==> src/rtl/iob_sync_fifo_asym_r_big.sv <==
// Single-clock FIFO: narrow write port, wide read port; RATIO narrow writes pack into one read word.
// Optional sticky drop flags w_err/r_err are present when IOB_FIFO_ERR_EN is defined.
module iob_sync_fifo_asym_r_big #(
  parameter int W_DATA_W = 8,
  parameter int R_DATA_W = 32,
  parameter int ADDR_W   = 6
) (
  input  logic                clk,
  input  logic                rst,
  input  logic                w_en,
  input  logic [W_DATA_W-1:0] w_data,
  output logic                full,
  input  logic                r_en,
  output logic [R_DATA_W-1:0] r_data,
  output logic                r_valid,
  output logic                empty,
  output logic [ADDR_W:0]     level
`ifdef IOB_FIFO_ERR_EN
  ,
  output logic                w_err,
  output logic                r_err
`endif
);

  localparam int RATIO    = R_DATA_W / W_DATA_W;
  localparam int RATIO_W  = $clog2(RATIO);
  localparam int R_ADDR_W = ADDR_W - RATIO_W;
  localparam int DEPTH    = 2 ** ADDR_W;

  // Request semantics: w_en/r_en are requests, !full/!empty act as ready;
  // a transfer happens only in a cycle where both are high at the clock edge,
  // and requests against a low ready are dropped without side effects.

  logic [W_DATA_W-1:0] mem [DEPTH];

  logic [ADDR_W:0]     w_ptr, w_ptr_nxt;
  logic [R_ADDR_W:0]   r_ptr, r_ptr_nxt;
  logic [ADDR_W:0]     level_nxt;
  logic                w_acc, r_acc;
  logic [R_DATA_W-1:0] rd_word;

  always_comb begin
    w_acc     = w_en && !full;
    r_acc     = r_en && !empty;
    w_ptr_nxt = w_acc ? w_ptr + (ADDR_W+1)'(1) : w_ptr;
    r_ptr_nxt = r_acc ? r_ptr + (R_ADDR_W+1)'(1) : r_ptr;
    // Occupancy is the pointer distance with r_ptr scaled up to narrow units.
    level_nxt = w_ptr_nxt - {r_ptr_nxt, {RATIO_W{1'b0}}};
  end

  // Earliest-written narrow word of the group lands in the LSBs.
  always_comb begin
    rd_word = '0;
    for (int i = 0; i < RATIO; i++) begin
      rd_word[i*W_DATA_W +: W_DATA_W] = mem[{r_ptr[R_ADDR_W-1:0], RATIO_W'(i)}];
    end
  end

  always_ff @(posedge clk) begin
    if (w_acc) mem[w_ptr[ADDR_W-1:0]] <= w_data;
  end

  always_ff @(posedge clk or posedge rst) begin
    if (rst) begin
      w_ptr   <= '0;
      r_ptr   <= '0;
      level   <= '0;
      full    <= 1'b0;
      empty   <= 1'b1;
      r_data  <= '0;
      r_valid <= 1'b0;
    end else begin
      w_ptr   <= w_ptr_nxt;
      r_ptr   <= r_ptr_nxt;
      level   <= level_nxt;
      full    <= (level_nxt == (ADDR_W+1)'(DEPTH));
      empty   <= (level_nxt < (ADDR_W+1)'(RATIO));
      r_valid <= r_acc;
      if (r_acc) r_data <= rd_word;
    end
  end

`ifdef IOB_FIFO_ERR_EN
  always_ff @(posedge clk or posedge rst) begin
    if (rst) begin
      w_err <= 1'b0;
      r_err <= 1'b0;
    end else begin
      if (w_en && full)  w_err <= 1'b1;
      if (r_en && empty) r_err <= 1'b1;
    end
  end
`endif

endmodule

==> config.mk <==
export PLATFORM = sky130hd
export DESIGN_NAME = iob_sync_fifo_asym_r_big
export DESIGN_NICKNAME = d
export VERILOG_FILES = /design/src/rtl/iob_sync_fifo_asym_r_big.sv
export SDC_FILE = /design/constraint.sdc
export NUM_CORES = 1
export LEC_CHECK = 0
export BUFFER_PORTS_ARGS = -buffer_cell sky130_fd_sc_hd__buf_2
export CAP_MARGIN = 10
export CORE_UTILIZATION = 45
export CTS_CLUSTER_SIZE = 20
export DETAILED_ROUTE_END_ITERATION = 8
export HOLD_SLACK_MARGIN = 0.08
export PLACE_DENSITY_LB_ADDON = 0.25
export RECOVER_POWER = 100
export REMOVE_ABC_BUFFERS = 1
export SLEW_MARGIN = 20
export SYNTH_ARGS = -nofsm -noshare
export SYNTH_HDL_FRONTEND = slang
export SYNTH_SLANG_ARGS = --single-unit
==> constraint.sdc <==
create_clock -name clk -period 2.83 [get_ports clk]
set_clock_uncertainty 0.1 [all_clocks]
set_input_delay 0.283 -clock clk [delete_from_list [all_inputs] [get_ports clk]]
set_output_delay 0.283 -clock clk [all_outputs]
set_load 0.03 [all_outputs]
==> Word-level counts from Yosys, hierarchy flattened <==
Memories as Yosys holds them, arrays and structs flattened. A register that Yosys moved wholly into a read port is not among the register bits.
Index checks and enable logic that the tools add are counted.
{ "totals": {"register_bits": 22, "latchBits": 0, "ram_bits": 512, "rom_bits": 0, "in_bits": 12, "out_inout_bits": 42, "word_cells": 20, "memories": 1} }
{ "op_classes": {"add_sub_neg": 3, "mul": 0, "div": 0, "n_lt_le_gt_ge": 1, "eq_ne": 1, "shift": 0, "muxes": 4, "bitwise": 0, "reduce_logical": 4} }
{ "memory_table": {"columns": ["name", "depth", "word_bits", "rd", "rd_clocked_by_memory_dff", "wr", "line", "source"], "rows": [
  ["mem", 64, 8, 4, 4, 1, "34", "logic [W_DATA_W-1:0] mem [DEPTH];"]
]} }
{ "ops": {"columns": ["op", "count"], "rows": [
  ["adder 7 x 1 -> 7 bit (second input constant)", 1],
  ["== test 7 bit (second input constant)", 1],
  ["< comparator 7 x 3 -> 1 bit (second input constant)", 1],
  ["two-way mux 7 bit", 1],
  ["subtractor 7 bit", 1],
  ["adder 5 x 1 -> 5 bit (second input constant)", 1],
  ["two-way mux 5 bit", 1],
  ["logical AND 1 bit", 2],
  ["logical NOT 1 bit", 2],
  ["two-way mux 1 bit", 2]
]} }

==> Logic depth before layout (Yosys ltp) <==
Gate-level depths: netlist (run 1).
{ "logic_depth": {"ltp_word": 5, "ltp_mapped": 12, "depth_no_buf": 11} }

==> Worst setup path before layout (run 1) <==
Ideal clock, no wire load.
{ "synth_path": {"path_type": "register -> register", "startpoint": "reg full", "endpoint": "reg full", "setup_ns": 0.080, "t_arrival_ns": 2.954, "required_ns": 2.650, "path_slack_ns": -0.304, "stages_incl_launch_ff": 12, "n_path_buf": 2, "period_less_slack_ns": 3.134, "path_cell_list": "dfrtp_1 and3b_1 buf_6 nand3_1 clkbuf_1 o21ai_0 o21ai_0 ha_1 or4_1 a2111oi_2 mux2i_1 nor3b_2"} }
{ "synth_via": {"elab_chain_cells": 5} }
{ "synth_rtl": {"columns": ["element", "line", "source"], "rows": [
  ["start: declaration", "12", "output logic full,"],
  ["start signal: assignment", "76", "full <= (level_nxt == (ADDR_W+1)'(DEPTH));"],
  ["logical NOT 1 bit", "43", "w_acc = w_en && !full;"],
  ["logical AND 1 bit", "43", null],
  ["two-way mux 7 bit", "45", "w_ptr_nxt = w_acc ? w_ptr + (ADDR_W+1)'(1) : w_ptr;"],
  ["named net w_ptr_nxt[5]", "36", "logic [ADDR_W:0] w_ptr, w_ptr_nxt;"],
  ["subtractor 7 bit", "48", "level_nxt = w_ptr_nxt - {r_ptr_nxt, {RATIO_W{1'b0}}};"],
  ["== test 7 bit", "76", null]
]} }
The timed path passes the listed nets, and every way through them passes these cells.

==> Worst setup path in the final report (run 1) <==
{ "layout_path": {"startpoint": "reg full", "endpoint": "reg full"} }
{ "layout_via": {"elab_chain_cells": 5} }
{ "layout_rtl": {"columns": ["element", "line"], "rows": [
  ["logical NOT 1 bit", "43"],
  ["logical AND 1 bit", "43"],
  ["two-way mux 7 bit", "45"],
  ["subtractor 7 bit", "48"],
  ["== test 7 bit", "76"]
]} }
Every way passes these cells.

==> results of run 1 <==
power by group through the flow:
stage | Combinational, mW | Sequential, mW | Clock, mW
after floorplan | 3.79 | 11.4 | 0
after global placement | 7.64 | 10.1 | 0
after detailed placement | 7.70 | 10.1 | 0
after CTS | 7.76 | 9.98 | 7.26
after global routing | 8.43 | 10.0 | 7.54
final | 7.79 | 9.99 | 7.11
layout by cell type (no fill, tap or decap), drive strengths merged, types with 3 or more instances in the layout:
cell type,Yosys,layout
bufinv,0,4
xnor2,9,9
nand3b,7,7
nand3,7,7
nand2b,3,3
clkbuf,23,96
o21ai,35,35
a2111oi,3,3
a21oi,36,36
inv,10,12
nand2,79,79
ha,6,6
nor2,71,71
buf,41,144
mux2,33,33
dlygate4sd3,0,7
mux2i,33,33
edfxtp,512,512
mux4,128,128
dfrtp,51,51
clkinv,0,15
per-stage QoR:
step	hold slack [ps]	utilization, %	TNS (ps)	total power, mW
CTS	103	53.0	0	25.0
global route	399	53.1	-130	26.0
detailed placement	288	49.2	-31.7	17.8
global placement	278	49.2	-3.86	17.8
finish	370	53.1	0	24.9
floorplan	282	-	-155190	15.2
worst max-delay path by stage:
stage                 to  slack [ps]
floorplan           full       -4700
global placement    full          -4
detailed placement  full         -30
CTS                 full          10
global route        full         -80
finish              full          30
metal layers:
layer	wire [µm]	vias to the layer above	GRT usage, %	share of wire, %
met1	19800	5543	26.5	44
met5	0	-	0	0
li1	-	4759	-	-
met2	21400	284	29.5	48
met3	2480	71	3.00	5.6
met4	951	0	4.73	2.1
cells by family after synthesis:
logic type                 after synthesis
muxes                                  194
DFF                                    564
xor gates and xnor gates                12
AOI/OAI and AO/OA                       78
and+or+nand+nor                        184
buffers and inverters                   74
adders and majority gates                7
worst max-delay path: stages, from the launching register on:
cell and delay (ps):
dfrtp_1 370, and3b_2 270, buf_6 140, nand3_4 90, xnor2_2 190, ha_1 280, and3b_1 180, or4_4 440
a2111oi_4 360, mux2i_2 140, nor3b_2 160
cell type report:
type                       instances  area, µm²  area share [%]
clock buffer                      82       1530            5.99
clock inverter                    22        223           0.873
inverter                          10       37.5           0.147
multi-input combinational        475       5120            20.1
sequential                       564      16700            65.4
tap                              615        769            3.02
timing repair buffer             165       1140            4.46
state kept, by name, summed over array words and instances, names as in the netlist:
signal	cells
r_ptr	5
mem	512
r_data	32
full	1
r_valid	1
empty	1
level	5
w_ptr	7
repair_timing:
item / in CTS / in global routing
resized for setup: 4 / 17
hold endpoints to repair: 116 / 0
buffers inserted: 0 / 5
pin swaps: 0 / 6
hold buffers: 7 / 0
endpoints found under the setup margin: 1 / 2
==> reports/qor.csv, run 1 <==
metric,value,unit
status,"finished, violations left",
violations,"capacitance limit, slew limit",
grt_max_degree,133,
synth_top_family_by_area,multiplexers,
cts_tree,done,
dieArea,0.0500,mm²
relSlewSlack,-84.8,%
drc_errors,0,
avgViaCountPerCell,5.51,
seq_area_frac_synth,75.5,%
numCtsBuffers,56,
grt_pass1_vias,10989,
synthSimpleGateAreaFrac,3.64,%
first_pass_iters,5,
synth_area,0.0221,mm²
rr_startpoint,full,
hold_class,input pin to async pin,
async_flop_share,9.22,%
final_hold_viol_count,0,
cts_root_buffer,clkbuf_16,
cts.sinks,564,
antenna_found_initial,0,
worstMarginPinSlew,2770,ps
cts_buffer_depth,3,
fin_crit,2800,ps
grt_pass1_wl,68000,µm
nFillCells,3850,
placed_cells,1817,
peakVddDrop,1030,µV
cap_violations,2,
reg2reg_depth,10,
seq_power_share,40.1,%
synthXorXnorAreaFrac,0.572,%
final_area,0.0255,mm²
die_h,224,µm
yosys-top-cells-count,"edfxtp_1 (512), mux4_2 (128), nand2_1 (79)",
synth-main-ff-cell,edfxtp_1,
h-tree-depth,2,
power.internal,17.3,mW
worstPathMaxFanout,7,
slew_viol_final,99,
ys_top_cells_by_area,"edfxtp_1 (70%), mux4_2 (13%), dfrtp_1 (5.8%)",
fmax,358,MHz
clk_pin_slew_worst_paths,60,ps
avgSynthCellArea,19.8,µm²
leakagePower,8.60,nW
arrival,3210,ps
p_clk_share,28.6,%
start_util,46.0,%
power_density,976,mW/mm²
row_count,80,
yosys.cell_count.top_type,edfxtp_1,
num_vias,10657,
r2r_end,full,
drive_gt1_share,30.7,%
layout_setup_ws,33.1,ps
yosysWarningCount,0,
comb_power_share,31.3,%
synth_compound_area_share,1.94,%
power_switching,7.62,mW
synth_top_area_cell,edfxtp_1,
synthAdderAreaFrac,0.430,%
grt_overflow,0,
insertion_delay,600,ps
ys_types,48,
synth_cells,1113,
crit_start,full,
setup_violations,0,
ios,54,
r2r_setup_slack,30,ps
place_ws,-31.7,ps
crit_required,3240,ps
fin_crit_sh,98.8,%
place_hpwl,26000,µm
wl_per_cell,23.1,µm
gp_congestion,0.761,
grt.total_usage,18.4,%
die_w,224,µm
io_buffers,53,
synth.top_cell.area_share,69.6,%
drt_iter0_drc,873,
wl,44600,µm
synth_edf_count,512,
placed_cell_area,0.0236,mm²
rsz0062_at_grt,yes,
crit_type,flop to flop,
muxShareOfSynthArea,16.2,%
coreArea,0.0480,mm²
start_kind,flop,
syn2layout_area_growth,15.5,%
ys_seq_elements,564,
postRouteAntennaNets,0,
layout.nets,1291,
n_antenna_cell,0,
stdcell_count,1933,
swShare,30.6,%
worstSetupEndpointType,flop,
(Power assumes the default switching activity.)
==> run 2: changes to the inputs <==
- BUFFER_PORTS_ARGS: -buffer_cell sky130_fd_sc_hd__buf_2 -> -buffer_cell sky130_fd_sc_hd__clkbuf_2
==> run 2 against run 1 <==
  * The flow still finishes with violations (capacitance limit, slew limit)
  * Critical path depth is the same
  * Sequential power is essentially flat
  * Power shrank 0.74%
  * Sequential share of layout area grew 0.26 points
  * First-iteration DRC count grew 7.4%
  * Highest routed layer unchanged
==> reports/qor.csv, run 2 (synthesis gave the netlist of run 1 again) <==
metric,value,unit,change
layout_common_cells,"edfxtp_1 (512), mux4_2 (128), buf_4 (93)",,"was edfxtp_1 (512), mux4_2 (128), buf_4 (94)"
slew_viol_final,99,,unchanged
row_count,80,,unchanged
relSlewSlack,-24.5,%,was -84.8%
antenna_found_initial,0,,unchanged
hold_end,mem[9][7],,
die_w,224,µm,unchanged
placed_cell_area,0.0236,mm²,about the same
cts_root_buffer,clkbuf_16,,unchanged
cpMaxStageDelayCell,or4_4,,unchanged
num_vias,10758,,was 10657
drt_iter0_drc,938,,was 873
n_antenna_cell,0,,unchanged
final_common_cell,edfxtp_1,,unchanged
start_util,46.0,%,unchanged
grt_use_met1,26.4,%,was 26.5%
grt_max_degree,105,,was 133
regArea,0.0167,mm²,unchanged
hold_slack,292,ps,was 370 ps
final_area,0.0254,mm²,was 0.0255 mm²
worstPathMaxFanout,8,,was 7
multi_input_area,0.00512,mm²,about the same
layout.nets,1288,,was 1291
avgViaCountPerCell,5.57,,was 5.51
fin_crit_sh,98.1,%,was 98.8%
fin_crit,2780,ps,was 2800 ps
insertion_delay,600,ps,about the same
r2r_end,full,,unchanged
numCtsBuffers,56,,unchanged
largest_reg_flops,512,,unchanged
rr_startpoint,full,,unchanged
grt_use_met3,3.25,%,was 3.00%
die_h,224,µm,unchanged
hold_depth,1,,
drive_gt1_share,31.2,%,was 30.7%
use_met2,30.0,%,was 29.5%
setup_violations,0,,unchanged
grt_overflow,0,,unchanged
syn2layout_area_growth,15.0,%,was 15.5%
crit_type,flop to flop,,unchanged
r2r_setup_slack,50,ps,was 30 ps
dieArea,0.0500,mm²,unchanged
grt_pass1_wl,69000,µm,was 68000 µm
wl_per_cell,23.4,µm,was 23.1 µm
h-tree-depth,2,,unchanged
worstSetupEndpointType,flop,,unchanged
min_from,w_data[7],,
power_density,972,mW/mm²,was 976 mW/mm²
cts_buffer_depth,3,,unchanged
ios,54,,unchanged
start_kind,flop,,unchanged
postRouteAntennaNets,0,,unchanged
status,"finished, violations left",,unchanged
layout_setup_ws,53.1,ps,was 33.1 ps
first_pass_iters,5,,unchanged
violations,"capacitance limit, slew limit",,unchanged
crit_required,3260,ps,was 3240 ps
peakVddDrop,949,µV,was 1030 µV
leakagePower,8.57,nW,was 8.60 nW
place_ws,-60.9,ps,was -31.7 ps
top_usage_layer,met2,,unchanged
wl,45100,µm,was 44600 µm
slowest_delay,440,ps,about the same
clk_pin_slew_worst_paths,60,ps,about the same
grt.total_usage,18.6,%,was 18.4%
nFillCells,3801,,was 3850
fmax,360,MHz,was 358 MHz
arrival,3200,ps,was 3210 ps
cts_tree,done,,unchanged
io_buffers,53,,unchanged
place_hpwl,26600,µm,was 26000 µm
hold_class,input pin to flop,,was input pin to async pin
grt_pass1_vias,11186,,was 10989
drc_errors,0,,unchanged
rsz0062_at_grt,yes,,unchanged
final_hold_viol_count,0,,unchanged
cap_violations,4,,was 2
reg2reg_depth,10,,unchanged
gp_congestion,0.764,,was 0.761
cts.sinks,564,,unchanged
coreArea,0.0480,mm²,unchanged
worstMarginPinSlew,1870,ps,was 2770 ps
crit_chain,and3b_2 -> buf_6 -> nand3_4 -> xnor2_2 -> ha_4 -> and3b_1 -> or4_4 -> a2111oi_4 -> mux2i_2 -> nor3b_2,,was and3b_2 -> buf_6 -> nand3_4 -> xnor2_2 -> ha_1 -> and3b_1 -> or4_4 -> a2111oi_4 -> mux2i_2 -> nor3b_2
run 2: changes by cell type in the layout (fill, tap and decap cells not counted), moves of 2 or more:
| cell | delta |
|---|---|
| clkbuf_2 | +51 |
| buf_2 | -45 |
| clkbuf_1 | -9 |
| clkinv_1 | +6 |
| clkinv_2 | +5 |
| dlygate4sd3_1 | -4 |
| bufinv_16 | -2 |
| clkbuf_8 | -2 |
| clkinv_4 | +2 |
| inv_6 | -2 |
| nand2_1 | -2 |
| nand2_2 | +2 |
run 2: cell type report:
type | instances | share of cell area [%]
Clock buffer | 75 | 5.92
Clock inverter | 29 | 0.734
Inverter | 10 | 0.148
Multi-Input combinational cell | 475 | 20.2
Sequential cell | 564 | 65.7
Tap cell | 615 | 3.03
Timing Repair Buffer | 162 | 4.29
run 2: critical path: cells and delay by family, from the launching register on:
kind | cells | cell delay [ps]
muxes | 1 | 150
DFF | 1 | 370
AOI/OAI and AO/OA | 1 | 370
buffers and inverters | 1 | 150
and+or+nand+nor | 5 | 1150
xor gates and xnor gates | 1 | 190
adders and majority gates | 1 | 230
run 2: worst max-delay path by stage:
stage	startpoint	endpoint	slack, ps	depth (start not counted)
global placement	full	full	-5	9
detailed placement	full	full	-60	10
global route	full	full	-70	10
CTS	full	full	4	10
finish	full	full	50	10
floorplan	r_ptr[0]	full	-4700	10
run 2: metrics by stage:
| step | instances | power, mW | util (%) | setup TNS, ps |
|---|---|---|---|---|
| 3_5_place_dp | 1822 | 17.8 | 49.2 | -60.9 |
| 3_3_place_gp | 1822 | 17.8 | 49.2 | -5.33 |
| 4_1_cts | 1930 | 24.8 | 52.8 | 0 |
| 5_1_grt | 1930 | 25.8 | 52.9 | -65.5 |
| 6_report | 1930 | 24.7 | 52.9 | 0 |
| 2_1_floorplan | 1049 | 15.2 | - | -155190 |
run 2: where the power goes:
part	leakage (nW)	switching, mW	internal, mW
logic	2.51	4.42	3.39
clock network	0.833	3.00	3.89
registers	5.23	0.264	9.74
total	8.57	7.68	17.0
run 2: timing repair:
item                       4_1_cts  5_1_grt
setup buffers                    1        0
hold buffers                     3        0
setup endpoints to repair        1        2
gates resized for setup          4       18
hold endpoints to repair        32        0
pin swaps                        1        4
gates cloned                     0        0
run 2: per-layer routing:
layer / up-vias / share of wire (%)
li1: 4766 / -
met4: 0 / 1.9
met1: 5629 / 44
met3: 61 / 5.6
met5: - / 0
met2: 302 / 49
==> run 3: changes to the inputs <==
- PLACE_DENSITY: unset -> 0.72
- PLACE_DENSITY_LB_ADDON: 0.25 -> unset
==> run 3 against run 2 <==
  * The flow still finishes with violations (capacitance limit, slew limit)
  * Cell count increased by 0.31%
  * Sequential cell count unchanged
  * Routed wire length increased by 4.2%
  * First-iteration DRC count increased by 13%
  * Critical endpoint unchanged
  * Power increased by 2.3%
  * Via count increased by 1.9%
  * Largest power group unchanged
  * Global-route usage increased by 0.35 points
==> reports/qor.csv, run 3 (synthesis gave the netlist of run 1 again) <==
metric,value,unit,change
status,"finished, violations left",,unchanged
violations,"capacitance limit, slew limit",,unchanged
arrival,3220,ps,was 3200 ps
final_hold_viol_count,0,,unchanged
hold_slack,371,ps,was 292 ps
r2r_setup_slack,30,ps,was 50 ps
largest_reg_flops,512,,unchanged
gp_congestion,0.798,,was 0.764
power_density,989,mW/mm²,was 972 mW/mm²
fin_crit_sh,98.9,%,was 98.1%
coreArea,0.0480,mm²,unchanged
fin_crit,2800,ps,was 2780 ps
layout_common_cells,"edfxtp_1 (512), mux4_2 (128), buf_4 (99)",,"was edfxtp_1 (512), mux4_2 (128), buf_4 (93)"
cap_violations,1,,was 4
num_vias,10963,,was 10758
slew_viol_final,39,,was 99
fmax,357,MHz,was 360 MHz
avgViaCountPerCell,5.66,,was 5.57
place_hpwl,27100,µm,was 26600 µm
r2r_end,full,,unchanged
wl_per_cell,24.3,µm,was 23.4 µm
clk_pin_slew_worst_paths,60,ps,about the same
wl_met2,23000,µm,was 22000 µm
ios,54,,unchanged
drt_iter0_drc,1059,,was 938
drc_errors,0,,unchanged
row_count,80,,unchanged
hold_class,flop to flop,,was input pin to flop
start_util,46.0,%,unchanged
final.setup.tns,0,ps,unchanged
io_buffers,53,,unchanged
wl,47000,µm,was 45100 µm
antenna_found_initial,2,,was 0
grt_max_degree,109,,was 105
reg2reg_depth,10,,unchanged
cts_tree,done,,unchanged
grt_overflow,0,,unchanged
die_w,224,µm,unchanged
h-tree-depth,2,,unchanged
setup_violations,0,,unchanged
final_common_cell,edfxtp_1,,unchanged
worstPathMaxFanout,4,,was 8
grt_pass1_wl,69600,µm,was 69000 µm
cts_buffer_depth,3,,unchanged
grt_pass1_vias,11081,,was 11186
syn2layout_area_growth,15.7,%,was 15.0%
first_pass_iters,5,,unchanged
numCtsBuffers,54,,was 56
final_area,0.0256,mm²,was 0.0254 mm²
postRouteAntennaNets,0,,unchanged
fin_util,53.2,%,was 52.9%
rsz0062_at_grt,yes,,unchanged
cp-endpoint,full,,unchanged
nFillCells,3641,,was 3801
start_kind,flop,,unchanged
worstMarginPinSlew,1890,ps,was 1870 ps
n_antenna_cell,0,,unchanged
cts.sinks,564,,unchanged
placed_cell_area,0.0237,mm²,was 0.0236 mm²
crit_required,3250,ps,was 3260 ps
cts_root_buffer,clkbuf_16,,unchanged
rr_startpoint,full,,unchanged
drive_gt1_share,31.9,%,was 31.2%
grt.total_usage,19.0,%,was 18.6%
dieArea,0.0500,mm²,unchanged
wl_met3,3130,µm,was 2520 µm
leakagePower,8.66,nW,was 8.57 nW
relSlewSlack,-25.9,%,was -24.5%
die_h,224,µm,unchanged
worstSetupEndpointType,flop,,unchanged
route.layer.met1.wl,19900,µm,was 19800 µm
crit_start,full,,unchanged
peakVddDrop,819,µV,was 949 µV
top_layer,met5,,was met4
crit_type,flop to flop,,unchanged
layout.nets,1297,,was 1288
insertion_delay,600,ps,about the same
==> run 3: cell count changes in the layout (fill, tap and decap cells not counted), moves of 2 or more <==
cell        previous run  this run
buf_4                 93        99
clkinv_1              13         7
clkbuf_2              53        56
clkinv_2              12         9
clkbuf_8               1         3
clkinv_4               2         0
clkinvlp_4             0         2
ha_2                   0         2
nand2_1               76        78
nand2_2                3         1
==> run 3: report_power, final <==
group | switching, mW | internal, mW | leakage, nW
logic | 4.73 | 3.57 | 2.60
registers | 0.279 | 9.74 | 5.23
clock network | 2.92 | 4.03 | 0.834
==> run 3: per-stage QoR <==
step,setup WS (ps),cells,power [mW]
4_1_cts,3.74,1933,25.2
6_report,29.7,1936,25.3
5_1_grt,-41.0,1936,26.3
2_1_floorplan,-4700,1049,15.2
3_5_place_dp,-108,1829,18.2
3_3_place_gp,-19.9,1829,18.1
==> run 3: area by class of cell <==
class	instances	area [µm²]	area share [%]
Timing Repair Buffer	173	1220	4.76
Inverter	10	37.5	0.147
Clock inverter	21	176	0.690
Multi-Input combinational cell	475	5130	20.1
Sequential cell	564	16700	65.3
Clock buffer	78	1540	6.01
Tap cell	615	769	3.01
==> run 3: worst min path at each step <==
| stage | start | to | slack, ps | depth (start not counted) |
|---|---|---|---|---|
| finish | r_data[23] | r_data[23] | 370 | 2 |
| global route | r_data[24] | r_data[24] | 390 | 2 |
| CTS | rst | r_data[30] | 160 | 4 |
| detailed placement | rst | r_data[16] | 220 | 3 |
| global placement | rst | r_data[16] | 220 | 3 |
| floorplan | w_data[0] | mem[0][0] | 280 | 0 |
==> run 3: routing by layer <==
metal	vias up	track usage [%]
li1	4773	-
met1	5728	27.1
met2	391	30.3
met3	69	3.57
met4	2	4.99
met5	-	0
==> run 3: critical path, cell delays in order (launching register included) <==
cell and delay (ps):
dfrtp_1 370, and3b_2 280, nand3_4 110, xor2_2 190, inv_1 90, ha_1 290
and3b_1 190, or4_4 440, a2111oi_4 370, mux2i_2 140, nor3b_2 160
==> run 3: repair_timing <==
action                                  in CTS  in global routing
resized for setup                            4                 19
hold buffers                                 4                  0
pin swaps                                    1                  5
cloned                                       0                  1
endpoints found under the setup margin       2                  7
setup buffers                                1                  2
endpoints found under the hold margin       69                  0
